$ cat src/rtl/filt_ppd_sched.sv
// Control sequencer for a time-multiplexed polyphase decimation FIR.
// Steers accepted samples to their polyphase branch through a commutator,
// runs one L-cycle MAC sequence per completed frame of M samples, and
// produces the decimated output strobe and slow clock.
module filt_ppd_sched #(
  parameter int gp_decimation_factor = 4,
  parameter int gp_coeff_length      = 16,
  parameter int gp_comm_ccw          = 1,
  parameter int gp_comm_phase        = 0,
  parameter int gp_phase_w           = 2,
  parameter int gp_caddr_w           = 4,
  parameter int gp_tap_w             = 2
) (
  input  logic                  i_clk,
  input  logic                  i_rst_an,
  input  logic                  i_ena,
  input  logic                  i_valid,
  output logic                  o_wr_en,
  output logic [gp_phase_w-1:0] o_wr_phase,
  output logic                  o_mac_en,
  output logic                  o_mac_clr,
  output logic [gp_caddr_w-1:0] o_coeff_addr,
  output logic [gp_phase_w-1:0] o_phase_sel,
  output logic [gp_tap_w-1:0]   o_tap_sel,
  output logic                  o_out_stb,
  output logic                  o_sclk,
  output logic                  o_busy,
  output logic                  o_overrun
);

  localparam logic [gp_phase_w-1:0] PH_MAX   = gp_phase_w'(gp_decimation_factor - 1);
  localparam logic [gp_phase_w-1:0] PH_INIT  = gp_phase_w'(gp_comm_phase);
  localparam logic [gp_phase_w-1:0] FC_HALF  = gp_phase_w'(gp_decimation_factor / 2);
  localparam logic [gp_caddr_w-1:0] C_LAST   = gp_caddr_w'(gp_coeff_length - 1);

  typedef enum logic [1:0] {
    ST_IDLE = 2'd0,
    ST_MAC  = 2'd1,
    ST_DONE = 2'd2
  } state_t;

  state_t                  state_q;
  logic [gp_caddr_w-1:0]   c_q;
  logic [gp_phase_w-1:0]   wc_q;
  logic [gp_phase_w-1:0]   wc_d;
  logic [gp_phase_w-1:0]   fc_q;
  logic [gp_phase_w-1:0]   fc_d;
  logic                    wr_en_q;
  logic [gp_phase_w-1:0]   wr_phase_q;
  logic                    sclk_q;
  logic                    overrun_q;
  logic                    accept;
  logic                    frame_done;

  assign accept     = i_ena & i_valid;
  assign frame_done = accept && (fc_q == PH_MAX);

  // Next commutator position and frame count for an accepted sample
  always_comb begin
    wc_d = wc_q;
    fc_d = fc_q;
    if (gp_comm_ccw != 0) begin
      wc_d = (wc_q == '0) ? PH_MAX : wc_q - 1'b1;
    end else begin
      wc_d = (wc_q == PH_MAX) ? '0 : wc_q + 1'b1;
    end
    fc_d = (fc_q == PH_MAX) ? '0 : fc_q + 1'b1;
  end

  // Input side: branch write strobe, commutator, frame counter, slow clock, overrun flag
  always_ff @(posedge i_clk or negedge i_rst_an) begin
    if (!i_rst_an) begin
      wr_en_q    <= 1'b0;
      wr_phase_q <= '0;
      wc_q       <= PH_INIT;
      fc_q       <= '0;
      sclk_q     <= 1'b0;
      overrun_q  <= 1'b0;
    end else if (i_ena) begin
      wr_en_q <= i_valid;
      if (i_valid) begin
        wr_phase_q <= wc_q;
        wc_q       <= wc_d;
        fc_q       <= fc_d;
        if (frame_done) begin
          sclk_q <= 1'b1;
          // A frame landing while a sequence is still running is lost
          if (state_q != ST_IDLE) begin
            overrun_q <= 1'b1;
          end
        end else if (fc_d == FC_HALF) begin
          sclk_q <= 1'b0;
        end
      end
    end
  end

  // MAC sequencer: IDLE -> MAC (L cycles) -> DONE (one strobe cycle) -> IDLE
  always_ff @(posedge i_clk or negedge i_rst_an) begin
    if (!i_rst_an) begin
      state_q <= ST_IDLE;
      c_q     <= '0;
    end else if (i_ena) begin
      case (state_q)
        ST_IDLE: begin
          if (frame_done) begin
            state_q <= ST_MAC;
            c_q     <= '0;
          end
        end
        ST_MAC: begin
          if (c_q == C_LAST) begin
            state_q <= ST_DONE;
            c_q     <= '0;
          end else begin
            c_q <= c_q + 1'b1;
          end
        end
        ST_DONE: begin
          state_q <= ST_IDLE;
        end
        default: begin
          state_q <= ST_IDLE;
          c_q     <= '0;
        end
      endcase
    end
  end

  // Strobes are masked while disabled so a stalled cycle never acts on the datapath
  assign o_wr_en      = wr_en_q & i_ena;
  assign o_wr_phase   = wr_phase_q;
  assign o_mac_en     = (state_q == ST_MAC) & i_ena;
  assign o_mac_clr    = o_mac_en & (c_q == '0);
  assign o_out_stb    = (state_q == ST_DONE) & i_ena;
  assign o_coeff_addr = c_q;
  assign o_phase_sel  = gp_phase_w'(int'(c_q) % gp_decimation_factor);
  assign o_tap_sel    = gp_tap_w'(int'(c_q) / gp_decimation_factor);
  assign o_sclk       = sclk_q;
  assign o_busy       = (state_q != ST_IDLE);
  assign o_overrun    = overrun_q;

endmodule

$ cat config.mk
export PLATFORM = sky130hd
export DESIGN_NAME = filt_ppd_sched
export DESIGN_NICKNAME = d
export VERILOG_FILES = /design/src/rtl/filt_ppd_sched.sv
export SDC_FILE = /design/constraint.sdc
export NUM_CORES = 1
export LEC_CHECK = 0
export BUFFER_PORTS_ARGS = -buffer_cell sky130_fd_sc_hd__buf_2
export CORE_UTILIZATION = 45
export DETAILED_ROUTE_END_ITERATION = 8
export PLACE_DENSITY = 0.8
export SLEW_MARGIN = 30
export SYNTH_ARGS = -nofsm -noshare
export SYNTH_HDL_FRONTEND = slang
export SYNTH_SLANG_ARGS = --single-unit
export TNS_END_PERCENT = 10
$ cat constraint.sdc
create_clock -name i_clk -period 1.5 [get_ports i_clk]
set_clock_uncertainty 0.2 [all_clocks]
set_input_delay 0.45 -clock i_clk [delete_from_list [all_inputs] [get_ports i_clk]]
set_output_delay 0.45 -clock i_clk [all_outputs]
set_load 0.01 [all_outputs]
==> results.tsv <==
metric	value	unit
status	complete, but fails checks	
failing checks	design-rule violations, negative setup slack	
startpoint types	flop	
RD Place Congestion	0.7592	
Top Family by Delay on Critical Path	simple AND/OR/NAND/NOR gates	
Crit Reg-Reg Endpoint	o_coeff_addr[3]	
final instance area	1092	um2
DR vias/cell	5.523	
top cell type's share of synthesized area	47.02	%
Ys Warns	0	
Routed WL	1678	um
WP data required	0.85	ns
drt pass-1 iters	6	
Max Slew Vio Count	0	
WL/cell	13.11	um
CTS Buf Count	3	
total gr overflow	0	
RR Startpoint	o_coeff_addr[0]	
Die Y	44.12	um
CTS root buffer	clkbuf_4	
Final Worst Setup Slack	-0.4857	ns
RSZ-0062 raised after global routing	yes	
Placed Cells	123	
commonest cells after routing, fill and taps aside	14 x dfrtp_1, 12 x buf_2, 12 x buf_6	
Post-Syn Nets	89	
hold depth	1	
Die ar.	1946	um2
Crit-path slowest cell	dfrtp_1	
leading cell type in the layout, fill and taps excluded	dfrtp_1	
Yosys cell types	29	
WP buf/inv	1	
clock transition at the registers of the reported paths	0.09	ns
Cells after Synth	80	
CTS tree	built	
ant diodes	0	
largest cells by area after synthesis	dfrtp_1 47%, ha_1 7.8%, nand3_1 5.6%	
crit end category	output pin	
FF+latch count, synth	15	
antenna viol nets, final	0	
Clk Latency, worst-skew pair	0.29	ns
I/O Pins	21	
CP peak stage delay	0.38	ns
final setup vio count	13	
share of cells above drive strength 1	40.18	%
Hold Vio Cnt, Final	0	
post-CTS setup buffer count	0	
Slew Limit Headroom	77.82	%
Post-DP Area	973.4	um2
hold_sp	o_overrun	
Sink Count	15	
WHS Endpoint	o_overrun	
Core ar.	1577	um2
Static Leakage	0.5686	nW
Power Density	1672	nW/um2
CP max FO	2	
VDD IR max	0.9441	mV
hpwl dp	1227	um
Synth-to-Final Area Change	36.83	%
Mapped Area	798.3	um2
initial antenna violation count	0	
crit share post-route	132.4	%
Nets	122	
number of max-cap violations	0	
cell count of the worst reg-to-reg path	5	
max frequency	503.6	MHz
register area share after synthesis	47.02	%
cell accounting for the most synthesized area	dfrtp_1	
Final Critical Period	1.986	ns
R2R setup slack	0.04	ns
GR Util All Layers	19.79	%
worst-margin pin slew	0.3326	ns
Hold Path Class	flop to flop	
vias in the first global route	693	
non-filler cells, final	128	
htree depth	1	
syn_area_per_cell	9.978	um2
DR DRC count	3	
Clock Path Buffers	2	
Die W	44.12	um
CP Class	flop to output pin	
Initial Util	50.63	%
pin count of the biggest net entering global routing	16	
DR vias	707	
first-pass GRT wire length	2732	um
Cell Rows	14	
critical-path cell list	and2b_4 -> nand2_4 -> nor4b_4 -> buf_2	
First DRT Iteration DRCs	22	
total negative slack	-2.652	ns
critical path arrival	1.34	ns
Port Buffers	20	
[timing repair]
action / in CTS / in global routing
gates cloned: 0 / 0
setup endpoints to repair: 15 / 21
hold buffers: 1 / 0
endpoints found under the hold margin: 15 / 0
resized for setup: 11 / 8
pin swaps: 0 / 6
[through the flow]
step	power [mW]	setup WS [ns]	hold slack, ns	utilization (%)
floorplan	1.138	-0.1159	-0.04559	-
global placement	1.393	-0.1513	0.1680	61.75
detailed placement	1.427	-0.1659	0.1754	61.75
CTS	1.816	-0.4956	0.2723	67.94
global route	1.953	-0.5388	0.2929	69.29
finish	1.826	-0.4857	0.2730	69.29
[logic make-up after synthesis]
family,share of synthesized area (%)
flip-flops,47.02
AND/OR/NAND/NOR,24.30
AO/OA/AOI/OAI,10.50
adder cells (fa/ha/maj),7.837
buffers and inverters,9.091
multiplexers,1.254
[worst max path at each step]
stage | end | cells past startpoint | slack, ns | start
CTS | o_mac_clr | 4 | -0.50 | state_q[1]
finish | o_mac_clr | 4 | -0.49 | state_q[1]
global placement | o_mac_clr | 4 | -0.15 | state_q[1]
floorplan | o_mac_clr | 3 | -0.12 | state_q[1]
detailed placement | o_mac_clr | 4 | -0.17 | state_q[1]
global route | o_mac_clr | 4 | -0.54 | state_q[1]
[power breakdown]
part	total (mW)	switching [mW]	internal (mW)
Combinational	0.924	0.434	0.490
Sequential	0.661	0.108	0.553
Clock	0.241	0.141	0.0994
[layer usage]
layer | vias up | wire length, um | track usage [%]
met5 | - | 0 | 0
met3 | 5 | 61 | 2.449
met4 | 0 | 46 | 12.73
met2 | 20 | 919 | 36.47
met1 | 341 | 651 | 20.95
li1 | 341 | - | -
[state kept, by name, indices dropped and copies added (netlist names)]
signal        count
wc_q              2
o_coeff_addr      4
o_sclk            1
o_wr_phase        2
fc_q              2
o_overrun         1
wr_en_q           1
state_q           2
[cells in the mapped netlist, drive strengths merged]
cell type,n
a41o,1
o211ai,1
nand2,9
o22ai,1
a32o,1
nor2,1
nand3,9
and2b,1
a21o,1
inv,8
nand4b,1
nor2b,1
dfrtp,15
nand3b,1
nand4,3
ha,5
a21oi,1
a21boi,1
nor4b,1
mux2i,1
o21ai,6
or2,2
nor3,2
and2,1
buf,6
[area by class of cell]
| type | count | area, um2 |
|---|---|---|
| Inverter | 8 | 30.03 |
| Clock buffer | 3 | 22.52 |
| Fill cell | 130 | 484.2 |
| Timing Repair Buffer | 34 | 272.8 |
| Clock inverter | 1 | 5.005 |
| Tap cell | 16 | 20.02 |
| Multi-Input combinational cell | 51 | 365.4 |
| Sequential cell | 15 | 376.6 |
Note: power is estimated with default switching activity, not from simulation.
